File: src/rtl/decoder_pkg.sv
// decoder_pkg: opcode constants, register codes, FSM states and opcode classes
// shared by the 8085 instruction decoder and the blocks that reuse its classification.
package decoder_pkg;
    localparam logic [7:0] OP_NOP   = 8'h00;
    localparam logic [7:0] OP_HLT   = 8'h76;
    localparam logic [7:0] OP_JMP   = 8'hC3;
    localparam logic [7:0] MVI_MASK = 8'hC7;
    localparam logic [7:0] MVI_VAL  = 8'h06;
    localparam logic [7:0] MOV_MASK = 8'hC0;
    localparam logic [7:0] MOV_VAL  = 8'h40;
    localparam logic [2:0] REG_B = 3'd0;
    localparam logic [2:0] REG_C = 3'd1;
    localparam logic [2:0] REG_D = 3'd2;
    localparam logic [2:0] REG_E = 3'd3;
    localparam logic [2:0] REG_H = 3'd4;
    localparam logic [2:0] REG_L = 3'd5;
    localparam logic [2:0] REG_M = 3'd6;
    localparam logic [2:0] REG_A = 3'd7;
    typedef enum logic [2:0] {S_FETCH, S_IMM, S_ADDR_LO, S_ADDR_HI, S_HALT} state_t;
    typedef enum logic [2:0] {C_NOP, C_MVI, C_MOV, C_JMP, C_HLT, C_ILL} op_class_t;
endpackage

File: src/rtl/opcode_decoder_if.sv
// opcode_decoder_if: instruction stream handshake plus register-file/PC controls.
// slave is the decoder side, master is the fetch/datapath side.
interface opcode_decoder_if #(parameter int DATA_W = 8);
    logic                  instr_valid;
    logic [DATA_W-1:0]     instr_data;
    logic                  instr_ready;
    logic                  reg_wr_en;
    logic [2:0]            reg_wr_sel;
    logic                  reg_wr_src;
    logic [2:0]            reg_rd_sel;
    logic [DATA_W-1:0]     reg_wr_data;
    logic                  pc_load;
    logic [2*DATA_W-1:0]   branch_address;
    logic                  halted;
    logic                  illegal_op;
    modport slave (
        input  instr_valid, instr_data,
        output instr_ready, reg_wr_en, reg_wr_sel, reg_wr_src, reg_rd_sel,
               reg_wr_data, pc_load, branch_address, halted, illegal_op
    );
    modport master (
        output instr_valid, instr_data,
        input  instr_ready, reg_wr_en, reg_wr_sel, reg_wr_src, reg_rd_sel,
               reg_wr_data, pc_load, branch_address, halted, illegal_op
    );
endinterface

File: src/rtl/opcode_classify.sv
// opcode_classify: combinational opcode -> {class, dst, src} lookup.
// HLT is checked first because 0x76 would otherwise look like MOV M,M.
module opcode_classify
    import decoder_pkg::*;
(
    input  logic [7:0] i_op,
    output op_class_t  o_cls,
    output logic [2:0] o_dst,
    output logic [2:0] o_src
);
    assign o_dst = i_op[5:3];
    assign o_src = i_op[2:0];
    always_comb
        o_cls = (i_op == OP_HLT) ? C_HLT :
                (i_op == OP_NOP) ? C_NOP :
                (i_op == OP_JMP) ? C_JMP :
                ((i_op & MVI_MASK) == MVI_VAL && o_dst != REG_M) ? C_MVI :
                ((i_op & MOV_MASK) == MOV_VAL && o_dst != REG_M && o_src != REG_M) ? C_MOV :
                C_ILL;
endmodule

File: src/rtl/opcode_decoder.sv
// opcode_decoder: 8085 instruction decoder FSM driving register-file writes and PC loads.
// All control outputs are registered, so each strobe appears one cycle after the final accept.
module opcode_decoder
    import decoder_pkg::*;
#(
    parameter int DATA_W       = 8,
    parameter bit ILLEGAL_HALT = 1'b0
) (
    input logic              clk,
    input logic              reset,
    opcode_decoder_if.slave  bus
);
    localparam int ADDR_W = 2 * DATA_W;
    state_t            r_state, w_next;
    op_class_t         w_cls;
    logic [2:0]        w_op_dst, w_op_src;
    logic              w_acc;
    logic              r_wr_en, w_wr_en, r_wr_src, w_wr_src;
    logic              r_pc_load, w_pc_load, r_ill, w_ill;
    logic [2:0]        r_wr_sel, w_wr_sel, r_rd_sel, w_rd_sel, r_dst, w_dst;
    logic [DATA_W-1:0] r_wr_data, w_wr_data, r_lo, w_lo;
    logic [ADDR_W-1:0] r_addr, w_addr;

    opcode_classify u_classify (
        .i_op  (bus.instr_data[7:0]),
        .o_cls (w_cls),
        .o_dst (w_op_dst),
        .o_src (w_op_src)
    );

    // Gating with reset keeps ready low while the decoder is held in reset.
    assign bus.instr_ready    = reset && (r_state != S_HALT);
    assign w_acc              = bus.instr_valid && bus.instr_ready;
    assign bus.halted         = (r_state == S_HALT);
    assign bus.reg_wr_en      = r_wr_en;
    assign bus.reg_wr_src     = r_wr_src;
    assign bus.reg_wr_sel     = r_wr_sel;
    assign bus.reg_rd_sel     = r_rd_sel;
    assign bus.reg_wr_data    = r_wr_data;
    assign bus.pc_load        = r_pc_load;
    assign bus.branch_address = r_addr;
    assign bus.illegal_op     = r_ill;

    always_comb begin
        w_next    = r_state;
        w_wr_en   = 1'b0;
        w_pc_load = 1'b0;
        w_ill     = 1'b0;
        w_wr_src  = r_wr_src;
        w_wr_sel  = r_wr_sel;
        w_rd_sel  = r_rd_sel;
        w_wr_data = r_wr_data;
        w_addr    = r_addr;
        w_lo      = r_lo;
        w_dst     = r_dst;
        if (w_acc)
            case (r_state)
                S_FETCH:
                    case (w_cls)
                        C_MVI: begin
                            w_dst  = w_op_dst;
                            w_next = S_IMM;
                        end
                        C_MOV: begin
                            w_wr_en  = 1'b1;
                            w_wr_src = 1'b1;
                            w_wr_sel = w_op_dst;
                            w_rd_sel = w_op_src;
                        end
                        C_JMP: w_next = S_ADDR_LO;
                        C_HLT: w_next = S_HALT;
                        C_ILL: begin
                            w_ill  = 1'b1;
                            w_next = ILLEGAL_HALT ? S_HALT : S_FETCH;
                        end
                        default: ;
                    endcase
                S_IMM: begin
                    w_wr_en   = 1'b1;
                    w_wr_src  = 1'b0;
                    w_wr_sel  = r_dst;
                    w_wr_data = bus.instr_data;
                    w_next    = S_FETCH;
                end
                S_ADDR_LO: begin
                    w_lo   = bus.instr_data;
                    w_next = S_ADDR_HI;
                end
                S_ADDR_HI: begin
                    w_addr    = {bus.instr_data, r_lo};
                    w_pc_load = 1'b1;
                    w_next    = S_FETCH;
                end
                default: ;
            endcase
    end

    always_ff @(posedge clk or negedge reset)
        if (!reset) begin
            r_state   <= S_FETCH;
            r_wr_en   <= 1'b0;
            r_wr_src  <= 1'b0;
            r_pc_load <= 1'b0;
            r_ill     <= 1'b0;
            r_wr_sel  <= '0;
            r_rd_sel  <= '0;
            r_dst     <= '0;
            r_wr_data <= '0;
            r_lo      <= '0;
            r_addr    <= '0;
        end else begin
            r_state   <= w_next;
            r_wr_en   <= w_wr_en;
            r_wr_src  <= w_wr_src;
            r_pc_load <= w_pc_load;
            r_ill     <= w_ill;
            r_wr_sel  <= w_wr_sel;
            r_rd_sel  <= w_rd_sel;
            r_dst     <= w_dst;
            r_wr_data <= w_wr_data;
            r_lo      <= w_lo;
            r_addr    <= w_addr;
        end
endmodule

File: src/flat_wrapper.sv
// flat-port wrapper written by rule: the top's interface ports become plain ports
module opcode_decoder_flat import decoder_pkg::*;
#(
    parameter int DATA_W       = 8,
    parameter bit ILLEGAL_HALT = 1'b0
)
  (clk, reset, bus_instr_valid, bus_instr_data, bus_instr_ready, bus_reg_wr_en, bus_reg_wr_sel, bus_reg_wr_src, bus_reg_rd_sel, bus_reg_wr_data, bus_pc_load, bus_branch_address, bus_halted, bus_illegal_op);
  opcode_decoder_if #(.DATA_W(DATA_W)) bus_i ();
  input logic clk;
  input logic reset;
  input wire logic [$bits(bus_i.instr_valid)-1:0] bus_instr_valid;
  input wire logic [$bits(bus_i.instr_data)-1:0] bus_instr_data;
  output wire logic [$bits(bus_i.instr_ready)-1:0] bus_instr_ready;
  output wire logic [$bits(bus_i.reg_wr_en)-1:0] bus_reg_wr_en;
  output wire logic [$bits(bus_i.reg_wr_sel)-1:0] bus_reg_wr_sel;
  output wire logic [$bits(bus_i.reg_wr_src)-1:0] bus_reg_wr_src;
  output wire logic [$bits(bus_i.reg_rd_sel)-1:0] bus_reg_rd_sel;
  output wire logic [$bits(bus_i.reg_wr_data)-1:0] bus_reg_wr_data;
  output wire logic [$bits(bus_i.pc_load)-1:0] bus_pc_load;
  output wire logic [$bits(bus_i.branch_address)-1:0] bus_branch_address;
  output wire logic [$bits(bus_i.halted)-1:0] bus_halted;
  output wire logic [$bits(bus_i.illegal_op)-1:0] bus_illegal_op;
  assign bus_i.instr_valid = bus_instr_valid;
  assign bus_i.instr_data = bus_instr_data;
  assign bus_instr_ready = bus_i.instr_ready;
  assign bus_reg_wr_en = bus_i.reg_wr_en;
  assign bus_reg_wr_sel = bus_i.reg_wr_sel;
  assign bus_reg_wr_src = bus_i.reg_wr_src;
  assign bus_reg_rd_sel = bus_i.reg_rd_sel;
  assign bus_reg_wr_data = bus_i.reg_wr_data;
  assign bus_pc_load = bus_i.pc_load;
  assign bus_branch_address = bus_i.branch_address;
  assign bus_halted = bus_i.halted;
  assign bus_illegal_op = bus_i.illegal_op;
  opcode_decoder #(.DATA_W(DATA_W), .ILLEGAL_HALT(ILLEGAL_HALT)) u_core (.clk(clk), .reset(reset), .bus(bus_i));
endmodule
File: config.mk
export PLATFORM = sky130hd
export DESIGN_NAME = opcode_decoder_flat
export DESIGN_NICKNAME = d
export VERILOG_FILES = /design/src/rtl/decoder_pkg.sv /design/src/rtl/opcode_decoder_if.sv /design/src/rtl/opcode_classify.sv /design/src/rtl/opcode_decoder.sv /design/src/flat_wrapper.sv
export SDC_FILE = /design/constraint.sdc
export NUM_CORES = 1
export LEC_CHECK = 0
export ABC_CLOCK_PERIOD_IN_PS = 1700
export CAP_MARGIN = 20
export CORE_UTILIZATION = 30
export DETAILED_ROUTE_END_ITERATION = 8
export PLACE_DENSITY = 0.49
export SLEW_MARGIN = 20
export SYNTH_ARGS = -nofsm -noshare
export SYNTH_HDL_FRONTEND = slang
export SYNTH_HIERARCHICAL = 1
export SYNTH_SLANG_ARGS = --single-unit
export TNS_END_PERCENT = 30
File: constraint.sdc
create_clock -name clk -period 1.7 [get_ports clk]
set_input_delay 0.51 -clock clk [delete_from_list [all_inputs] [get_ports clk]]
set_output_delay 0.51 -clock clk [all_outputs]
set_load 0.05 [all_outputs]
==> run summary, run 1 <==
Status: finished with violations
Failing checks: negative setup slack
Ys flop type: dfrtp_1
Dpl cells: 311
TritonCTS buffer count: 5
Final min period: 2050 ps
Buf/Inv on CP: 2
Setup TNS Final: -3360 ps
Cell Area, Synth: 2130 um^2
Drt pass-1 iters: 4
CP max-delay cell: or4_4
Fin. Hold Viols: 0
PD cells: 1490 nW/um^2
RSZ-0062 raised after global routing: true
Fraction of layout cells with a size suffix above 1: 0.677
Worst Path Arrival: 2240 ps
CTS root buf: clkbuf_8
Vias per cell: 4.48
Clock buffer depth: 2
CTS tree: done
# fillers: 620
Post-synthesis register bit count: 48
Relative slew margins: 0.665
Endpoint class of the critical path: flip-flop
Leakage: 0.00159 uW
Ports: 47
DRC: 0
CP Cell Sequence: clkdlybuf4s15_1 -> or4_4 -> a21oi_2 -> a21oi_2 -> nor4b_4 -> buf_4 -> nand2_4 -> mux2_4
Non-Filler Instances: 322
Tcrit/Tclk final: 1.21
Clock Pin Slew Worst Setup and Hold Paths: 80 ps
Buffers on Ports: 46
Mean Syn Cell Area: 13.9 um^2
Drt total wl: 4870 um
Register area share after synthesis: 0.563
Most numerous cell on the critical path: a21oi_2
Mapped Cells: 153
Cell family with most CP delay: simple AND/OR/NAND/NOR gates
Max frequency: 487 MHz
Async set-or-reset flop fraction in the synthesized netlist: 1.00
Largest net degree at the start of global routing: 41
Vias in the first global route: 1657
DRT iter0 DRCs: 54
Synth warn: 6
Die ar.: 7450 um^2
RePlAce Congestion: 0.710
Initial Util: 0.312
Skew final: 5.78 ps
Global route overflow: 0
CP required: 1890 ps
Setup crit start kind: primary input
WL/cell: 15.1 um
Place WS: -1090 ps
Max incr delay on CP: 460 ps
CORE AREA: 6830 um^2
Worst-Margin Slew: 503 ps
Die Span Y: 86.3 um
DR vias: 1443
Final setup fails: 16
Clk Latency, worst-skew pair: 300 ps
Total power: 5110 uW
Max FO, Critical Path: 4
Chip width: 86.3 um
Synth cell types: 33
EDFF count, synth: 0
Clock sinks: 48
H-Tree Level Count: 2
Max-cap violations: 0
Hold Buf Count CTS: 0
Kind of critical path: in2reg
Area Growth Syn to Fin: 60.6%
Floorplan row count: 30
Hold Crit Class: in2async
NumNets Final: 236
First-pass GRT wire length: 8190 um
Worst VDD drop: 0.572 mV
GRT Util Overall: 0.145
Initial antenna violation count: 0
Dpl hpwl: 3640 um
Routed Antenna Nets: 0
Setup WS post-layout: -354 ps
Antenna cells: 0
Syn nets: 164
Pins over their slew limit: 0
## cells in the final DEF (no fill, tap or decap), drive strengths merged, types with 2 or more instances in the layout
master	count
a21oi	4
and3b	4
buf	74
clkbuf	6
clkinvlp	2
dfrtp	48
inv	4
mux2	44
nand2	2
nand2b	4
nand3	3
nand4	2
nor2	7
nor2b	2
nor3b	2
o21ai	3
or4	2
## cells by family after synthesis
group,count (synthesis),synth area share
xor gates and xnor gates,2,0.00821
and+or+nand+nor,32,0.113
AOI/OAI and AO/OA,12,0.0370
DFF,48,0.563
muxes,44,0.232
buffers and inverters,15,0.0469
## registers in the layout, indices dropped and copies added, names as in the netlist
signal / flops
u_core/bus.pc_load: 1
u_core/r_lo: 8
u_core/bus.reg_wr_sel: 3
u_core/r_state: 3
u_core/bus.reg_wr_data: 8
u_core/bus.reg_wr_en: 1
u_core/bus.reg_rd_sel: 3
u_core/bus.illegal_op: 1
u_core/bus.branch_address: 16
u_core/r_dst: 3
u_core/bus.reg_wr_src: 1
## worst register-to-register path, cell delays in order (launching register included)
cell	delay, ps
dfrtp_1	500
and3b_1	260
a22oi_2	360
mux2_2	380
## stage by stage
step                      cell area [um^2]  utilization  hold slack (ps)
after floorplan                       2160            -              214
after global placement                3220        0.472              483
after detailed placement              3220        0.472              491
after CTS                             3390        0.497              196
after global routing                  3430        0.501              206
final                                 3430        0.501              205
## area by class of cell
type / count / area, um^2 / share of cell area
Timing Repair Buffer: 76 / 1050 / 0.308
Sequential cell: 48 / 1200 / 0.351
Inverter: 4 / 15.0 / 0.00438
Tap cell: 96 / 120 / 0.0351
Multi-Input combinational cell: 90 / 936 / 0.273
Clock inverter: 2 / 15.0 / 0.00438
Clock buffer: 6 / 82.6 / 0.0241
## worst paths after layout
path | from | endpoint | slack [ps] | depth (start not counted)
setup reg to reg | u_core/r_state[1] | u_core/bus.reg_wr_sel[1] | 90 | 3
max in group asynchronous | reset | u_core/bus.reg_wr_data[7] | 950 | 2
hold / removal | reset | u_core/r_state[0] | 210 | 2
min in group clk | u_core/r_dst[1] | u_core/r_dst[1] | 510 | 1
setup / recovery | bus_instr_data[7] | u_core/bus.reg_rd_sel[1] | -350 | 8
hold reg to reg | u_core/r_dst[1] | u_core/r_dst[1] | 510 | 1
## Yosys cell counts, types with 2 or more instances
| library cell | count | area [um^2] |
|---|---|---|
| and3b_2 | 2 | 20.0 |
| nand2b_1 | 3 | 18.8 |
| nand2_1 | 2 | 7.51 |
| nor2_1 | 6 | 22.5 |
| nand3_1 | 3 | 15.0 |
| buf_4 | 7 | 52.6 |
| inv_1 | 4 | 15.0 |
| dfrtp_1 | 48 | 1200 |
| mux2_2 | 44 | 495 |
| and3b_1 | 2 | 17.5 |
| a21oi_1 | 4 | 20.0 |
| o21ai_0 | 3 | 15.0 |
| buf_2 | 2 | 10.0 |
| nand4_1 | 2 | 12.5 |
| nor2b_1 | 2 | 12.5 |
| buf_6 | 2 | 22.5 |
## layer usage
layer / up-vias / share of wire / track usage
met2: 43 / 0.50 / 0.239
met1: 709 / 0.42 / 0.174
met5: - / 0 / 0
li1: 679 / - / -
met3: 12 / 0.057 / 0.0486
met4: 0 / 0.021 / 0.0576
## what timing repair did
item | in CTS | in global routing
endpoints found under the setup margin | 17 | 35
resized for setup | 50 | 10
pin swaps | 12 | 7
gates cloned | 0 | 0
buffers inserted | 5 | 0
## report_power, final
part	internal (uW)	switching, uW
sequential	1480	352
combinational	1340	1220
clock	329	380
Power figures use the tool's default switching activity.
==> run 2, diff against run 1 <==
--- a/config.mk
+++ b/config.mk
@@ -9,6 +9,7 @@
 export CAP_MARGIN = 20
 export CORE_UTILIZATION = 30
 export DETAILED_ROUTE_END_ITERATION = 8
+export GPL_TIMING_DRIVEN = 1
 export PLACE_DENSITY = 0.49
 export SLEW_MARGIN = 20
 export SYNTH_ARGS = -nofsm -noshare
==> results of run 2 <==
Final layout, timing and power as in run 1 (identical DEF).
==> run 3, diff against run 2 <==
--- a/config.mk
+++ b/config.mk
@@ -7,10 +7,12 @@
 export LEC_CHECK = 0
 export ABC_CLOCK_PERIOD_IN_PS = 1700
 export CAP_MARGIN = 20
+export CELL_PAD_IN_SITES_DETAIL_PLACEMENT = 1
+export CELL_PAD_IN_SITES_GLOBAL_PLACEMENT = 2
 export CORE_UTILIZATION = 30
 export DETAILED_ROUTE_END_ITERATION = 8
 export GPL_TIMING_DRIVEN = 1
-export PLACE_DENSITY = 0.49
+export PLACE_DENSITY = 0.68
 export SLEW_MARGIN = 20
 export SYNTH_ARGS = -nofsm -noshare
 export SYNTH_HDL_FRONTEND = slang
==> run summary, run 3 (synthesis gave the netlist of run 1 again) <==
DRC: 0
Worst-Margin Slew: 356 ps
CP required: 1880 ps
Cell Area, Placed: 3230 um^2
Dpl hpwl: 3840 um
Failing checks: negative setup slack
Buffers on Ports: 46
Leakage: 0.00169 uW
Clock sinks: 48
Reg2reg start: u_core/r_state[2]
Worst VDD drop: 0.882 mV
Worst Path Arrival: 2270 ps
Setup TNS Final: -3940 ps
Max frequency: 479 MHz
Die ar.: 7450 um^2
Die Span Y: 86.3 um
Initial Util: 0.312
Most frequent cells in the layout: dfrtp_1, buf_4, mux2_2
Final min period: 2090 ps
Initial antenna violation count: 0
Max-cap violations: 0
CTS root buf: clkbuf_8
Most common cell after layout, fill and taps aside: dfrtp_1
Reg2Reg Depth: 4
Global route overflow: 0
Endpoint class of the critical path: flip-flop
Worst hold slack: 46.8 ps
Dpl cells: 312
Worst flop-to-flop path endpoint: u_core/bus.reg_wr_sel[1]
R2R setup slack: 40 ps
Finished layout cell area: 3570 um^2
Drt pass-1 iters: 2
CORE AREA: 6830 um^2
NumNets Final: 249
RSZ-0062 raised after global routing: true
Final setup fails: 17
Status: finished with violations
TritonCTS buffer count: 5
GRT Util Overall: 0.159
Setup crit start kind: primary input
Max FFs per register: 16
PD cells: 1520 nW/um^2
First-pass GRT wire length: 9080 um
Ports: 47
Fin. Hold Viols: 0
Hold Crit Class: in2async
RePlAce Congestion: 0.721
Antenna cells: 0
DR vias: 1525
Tcrit/Tclk final: 1.23
Non-Filler Instances: 335
Vias in the first global route: 1775
Routed Antenna Nets: 0
Clock Pin Slew Worst Setup and Hold Paths: 80 ps
Chip width: 86.3 um
Largest net degree at the start of global routing: 27
H-Tree Level Count: 2
Area Growth Syn to Fin: 67.5%
Hold Buf Count CTS: 0
Setup WS post-layout: -388 ps
Clock buffer depth: 2
Skew final: 6.33 ps
CTS tree: done
Fraction of layout cells with a size suffix above 1: 0.707
Max FO, Critical Path: 4
Clk Latency, worst-skew pair: 300 ps
WL/cell: 16.5 um
Drt total wl: 5540 um
Vias per cell: 4.55
# fillers: 691
Floorplan row count: 30
DRT iter0 DRCs: 22
Pins over their slew limit: 0
Relative slew margins: 0.763
Kind of critical path: in2reg
==> run 3: timing repair <==
action | 4_1_cts | 5_1_grt
endpoints found under the setup margin | 20 | 49
cloned | 0 | 0
buffers inserted | 9 | 8
pin swaps | 18 | 4
resized for setup | 53 | 14
==> run 3: layer usage <==
| metal | vias to the layer above | GRT usage | share of wire |
|---|---|---|---|
| met5 | - | 0 | 0 |
| met4 | 0 | 0.0409 | 0.0078 |
| met3 | 5 | 0.0476 | 0.049 |
| met2 | 34 | 0.281 | 0.52 |
| met1 | 779 | 0.189 | 0.42 |
| li1 | 707 | - | - |
==> run 3: metrics by stage <==
| step | power, uW | utilization | worst slack, ps |
|---|---|---|---|
| floorplan | 3050 | - | -404 |
| global placement | 4330 | 0.473 | -1000 |
| detailed placement | 4410 | 0.473 | -1030 |
| CTS | 5350 | 0.509 | -331 |
| global route | 5670 | 0.523 | -428 |
| finish | 5410 | 0.523 | -388 |
==> run 3: how the worst max path moves through the flow <==
stage | start | endpoint | slack [ps] | depth (start not counted)
3_5_place_dp | bus_instr_data[3] | u_core/bus.reg_wr_sel[1] | -1030 | 7
2_1_floorplan | bus_instr_data[5] | u_core/bus.reg_rd_sel[0] | -400 | 6
6_report | bus_instr_data[2] | u_core/bus.reg_rd_sel[1] | -390 | 8
5_1_grt | bus_instr_data[2] | u_core/bus.reg_rd_sel[1] | -430 | 8
4_1_cts | bus_instr_data[2] | u_core/bus.reg_rd_sel[1] | -330 | 8
3_3_place_gp | bus_instr_data[3] | u_core/bus.reg_wr_sel[0] | -1000 | 7
==> run 3: area by class of cell <==
cell class,instances,area (um^2),share of cell area
clock buffers,6,82.6,0.0231
clock inverters,2,38.8,0.0109
inverters,4,15.0,0.00420
multi-input cells,90,968,0.271
flip-flops and latches,48,1200,0.337
well taps,96,120,0.0336
repair buffers,89,1140,0.320
==> run 3: critical path, stage by stage <==
cell	delay, ps
buf_8	100
or4_4	580
o32ai_4	130
and2_4	190
nor4b_4	230
buf_4	170
nand2_4	60
mux2_4	300
==> run 3: power breakdown <==
group	internal, uW	switching, uW	total [uW]
clock	481	376	857
combinational	1440	1300	2740
sequential	1480	330	1820
==> variant 1, RTL diff (settings of run 2) <==
`ILLEGAL_HALT` is set to 1'b0 in 2 places; all go to 1'b1.
--- a/src/rtl/opcode_decoder.sv
+++ b/src/rtl/opcode_decoder.sv
@@ -4,7 +4,7 @@
     import decoder_pkg::*;
 #(
     parameter int DATA_W       = 8,
-    parameter bit ILLEGAL_HALT = 1'b0
+    parameter bit ILLEGAL_HALT = 1'b1
 ) (
     input logic              clk,
     input logic              reset,
--- a/src/flat_wrapper.sv
+++ b/src/flat_wrapper.sv
@@ -2,7 +2,7 @@
 module opcode_decoder_flat import decoder_pkg::*;
 #(
     parameter int DATA_W       = 8,
-    parameter bit ILLEGAL_HALT = 1'b0
+    parameter bit ILLEGAL_HALT = 1'b1
 )
   (clk, reset, bus_instr_valid, bus_instr_data, bus_instr_ready, bus_reg_wr_en, bus_reg_wr_sel, bus_reg_wr_src, bus_reg_rd_sel, bus_reg_wr_data, bus_pc_load, bus_branch_address, bus_halted, bus_illegal_op);
   opcode_decoder_if #(.DATA_W(DATA_W)) bus_i ();
Behaviour: not the same (Yosys sat finds a counterexample within 4 cycles, from zero or initial values and one cycle with reset low).
==> variant 1 against run 2 <==
- critical path depth did not move
- final cell count fell by 0.93%
- highest routed layer unchanged
- synthesized cell count fell by 2.0%
- routed wire length rose by 2.9%
- sequential cell count did not move
- the run still ends with negative setup slack left
- synthesized area rose by 1.4%
- fmax fell by 1.4%
- cell area fell by 0.26%
- worst setup slack got worse by 0.029 ns
Power is not compared: it rests on default switching activity, and its combinational part moved more than twofold at a synthesized area within 25%.
==> variant 1: results (changes against run 2) <==
| Metric | Value |
|---|---|
| Setup slack of the most critical reg-to-reg path | 0.11 ns (was 0.09 ns) |
| Largest net degree at the start of global routing | 26 (was 41) |
| Post-placement cell area | 3250 sq um (was 3220 sq um) |
| Distinct cell type count of the synthesized netlist | 34 (was 33) |
| Number of global-route vias before repair | 1691 (was 1657) |
| Maximum VDD drop | 439 uV |
| Data arrival time of the worst path | 2.27 ns (was 2.24 ns) |
| Final critical-path setup slack | -0.383 ns (was -0.354 ns) |
| Final Net Count | 234 (was 236) |
| Total negative slack for setup checks | -3.80 ns (was -3.36 ns) |
| Worst setup skew after layout | 0.00760 ns (was 0.00578 ns) |
| Synth Net Count | 161 (was 164) |
| Status | complete, but fails checks (unchanged) |
| Part of the Yosys area used for sequential elements | 0.555 (was 0.563) |
| First-pass GRT wire length | 8.67 mm (was 8.19 mm) |
| Final HPWL DP | 3.68 mm (was 3.64 mm) |
| Top_reg_cell synth | dfrtp_1 (unchanged) |
| Weighted congestion reported at the end of routability-driven placement | 0.792 (was 0.710) |
| Drt via density | 4.58 (was 4.48) |
| Final Instance Area | 3420 sq um (was 3430 sq um) |
| Flip-flop count of the largest register after layout | 16 (unchanged) |
| All-Layer GR Usage | 0.152 (was 0.145) |
| Biggest area contributors in the synthesized netlist | dfrtp_1 56%, mux2_2 22%, buf_4 2.4% (was dfrtp_1 56%, mux2_2 23%, buf_4 2.5%) |
| Worst slack at placement | -1.10 ns (was -1.09 ns) |
| Wire length per cell after detailed routing | 15.7 microns (was 15.1 microns) |
| Filler cell count in the final layout | 590 (was 620) |
| Highest cell delay on the worst timing path | 0.54 ns (was 0.46 ns) |
| Iteration-0 DRC count of the detailed router | 49 (was 54) |
| Final setup violation count | 15 (was 16) |
| Violations in the final reports | negative setup slack (unchanged) |
| Slew HR | 0.792 (was 0.665) |
variant 1: cells by family (layout without fill, tap and decap cells):
group                     after synthesis  after routing  synth area share
AOI/OAI and AO/OA                      11             11            0.0388
xor gates and xnor gates                2              2           0.00810
buffers and inverters                  14             87            0.0468
DFF                                    48             48             0.555
muxes                                  44             44             0.229
and+or+nand+nor                        31             31             0.122
variant 1: power breakdown:
part | internal, W | leakage, nW | switching, W | total, W
combinational | 0.000403 | 0.939 | 0.000399 | 0.000802
clock | 0.000279 | 0.0400 | 0.000375 | 0.000654
sequential | 0.00122 | 0.652 | 0.0000854 | 0.00130
total | 0.00190 | 1.63 | 0.000860 | 0.00276
variant 1: timing repair:
item | in CTS | in global routing
buffers inserted | 5 | 0
resized for setup | 52 | 2
pin swaps | 7 | 0
endpoints found under the hold margin | 0 | 0
setup endpoints to repair | 43 | 16
variant 1: metal layers:
layer / global-route usage / part of all wire / up-vias
met4: 0.0591 / 0.020 / 0
met5: 0 / 0 / -
met1: 0.195 / 0.44 / 741
met2: 0.245 / 0.50 / 37
met3: 0.0408 / 0.043 / 11
li1: - / - / 672
variant 1: final cells by class:
| cell class | count | area share |
|---|---|---|
| flip-flops and latches | 48 | 0.352 |
| repair buffers | 76 | 0.315 |
| multi-input cells | 88 | 0.270 |
| well taps | 96 | 0.0352 |
| clock buffers | 5 | 0.0201 |
| inverters | 4 | 0.00439 |
| clock inverters | 2 | 0.00366 |
variant 1: how the worst max path moves through the flow:
stage / from / endpoint / depth (start not counted)
2_1_floorplan: bus_instr_data[5] / u_core/bus.reg_rd_sel[0] / 6
3_3_place_gp: bus_instr_data[5] / u_core/bus.reg_wr_sel[0] / 9
3_5_place_dp: bus_instr_data[5] / u_core/bus.reg_wr_sel[1] / 9
4_1_cts: bus_instr_data[1] / u_core/bus.reg_wr_sel[1] / 9
5_1_grt: bus_instr_data[1] / u_core/bus.reg_wr_sel[1] / 9
6_report: bus_instr_data[1] / u_core/bus.reg_wr_sel[1] / 8
variant 1: stage by stage:
stage                     hold WS, ns  total power, W  std cells
after floorplan                 0.214         0.00167        150
after global placement          0.372         0.00210        307
after detailed placement        0.385         0.00211        307
after CTS                      0.0627         0.00279        319
after global routing           0.0614         0.00289        319
final                          0.0616         0.00276        319
==> variant 2, RTL diff (config.mk and constraints of run 2) <==
Without the edit above. Make the reset (`reset`) synchronous in one clocked block.
--- a/src/rtl/opcode_decoder.sv
+++ b/src/rtl/opcode_decoder.sv
@@ -95,7 +95,7 @@
             endcase
     end
 
-    always_ff @(posedge clk or negedge reset)
+    always_ff @(posedge clk)
         if (!reset) begin
             r_state   <= S_FETCH;
             r_wr_en   <= 1'b0;
Function: differs if reset is asserted again (counterexample within 4 cycles, from zero or initial values and one cycle with reset low); with reset held inactive, the same outputs for 10 cycles.
==> variant 2 against run 2 <==
- the run still ends with negative setup slack left
- routed wire length up 6.7%
- via count is 21% higher
- synthesized area is 1.5% higher
- hold slack better by 0.25 ns
- global-route usage is 0.51 points higher
- cell area is 1.4% higher
- clock skew about the same
- worst setup slack improved by 0.060 ns
- sequential cell count is the same
- first-iteration DRC count rose by 41%
- critical path type unchanged
- critical endpoint is now u_core/r_state[0]
- largest cell class is now multi-input gates
Power is not compared: it rests on default switching activity, and its combinational part moved more than twofold at a synthesized area within 25%.
==> variant 2: results (changes against run 2) <==
| Metric | Value |
|---|---|
| Top_reg_cell synth | dfxtp_1 (was dfrtp_1) |
| Part of the Yosys area used for sequential elements | 0.444 (was 0.563) |
| Clock-cell share | 0.0234 (was 0.0285) |
| Non-Clock Buffer Count | 80 (was 76) |
| Final setup violation count | 15 (was 16) |
| Met2 global-route usage | 0.238 (was 0.239) |
| Endpoint of the lowest-slack register-to-register path | u_core/r_dst[1] (was u_core/bus.reg_wr_sel[1]) |
| Routed wire length | 5.20 mm (was 4.87 mm) |
| Status | complete, but fails checks (unchanged) |
| Post-placement cell area | 3240 sq um (was 3220 sq um) |
| Area of the multi-input gates | 1180 sq um (was 936 sq um) |
| Synth Net Count | 234 (was 164) |
| Final critical-path setup slack | -0.295 ns (was -0.354 ns) |
| Violations in the final reports | negative setup slack (unchanged) |
| Drt via density | 4.46 (was 4.48) |
| Slew HR | 0.686 (was 0.665) |
| Biggest area contributors in the synthesized netlist | dfxtp_1 44%, mux2i_1 11%, nor2b_1 6.9% (was dfrtp_1 56%, mux2_2 23%, buf_4 2.5%) |
| Multi-input comb cells | 155 (was 90) |
| Hold/Removal Path Class | register to register (was primary input to async pin) |
| Async set-or-reset flop fraction in the synthesized netlist | 0 (was 1.00) |
| Filler cell count in the final layout | 635 (was 620) |
| Iteration-0 DRC count of the detailed router | 76 (was 54) |
| Wire length per cell after detailed routing | 13.3 microns (was 15.1 microns) |
| Final Net Count | 305 (was 236) |
| Highest cell delay on the worst timing path | 0.32 ns (was 0.46 ns) |
| CP max stage cell | a311o_1 (was or4_4) |
[variant 2: cell types whose count changed after synthesis, moves of 8 or more]
cell	change
a21boi_1	+8
nand2_2	+9
a21boi_2	+9
nand2_1	+25
dfrtp_1	-48
mux2i_1	+23
nor2b_1	+22
dfxtp_1	+48
mux2_2	-44
[variant 2: routing by layer]
layer,vias to the layer above,share of wire
li1,884,-
met2,32,0.49
met5,-,0
met1,818,0.47
met4,0,0.016
met3,6,0.026
[variant 2: logic make-up after synthesis]
kind of cell,synth area share
xor+xnor,0.00809
compound gates,0.131
flops,0.444
buf+inv,0.0630
mux,0.106
simple gates,0.247
[variant 2: power by group]
part           internal [W]  switching (W)  total (W)
logic              0.000176       0.000162   0.000338
registers           0.00114      0.0000108    0.00115
clock network      0.000279       0.000374   0.000653
total               0.00159       0.000547    0.00214
[variant 2: tightest hold or removal path, stage by stage, from the launching register on]
cell and delay (ns):
dfxtp_1 0.33, nand2_2 0.06, a21boi_2 0.04
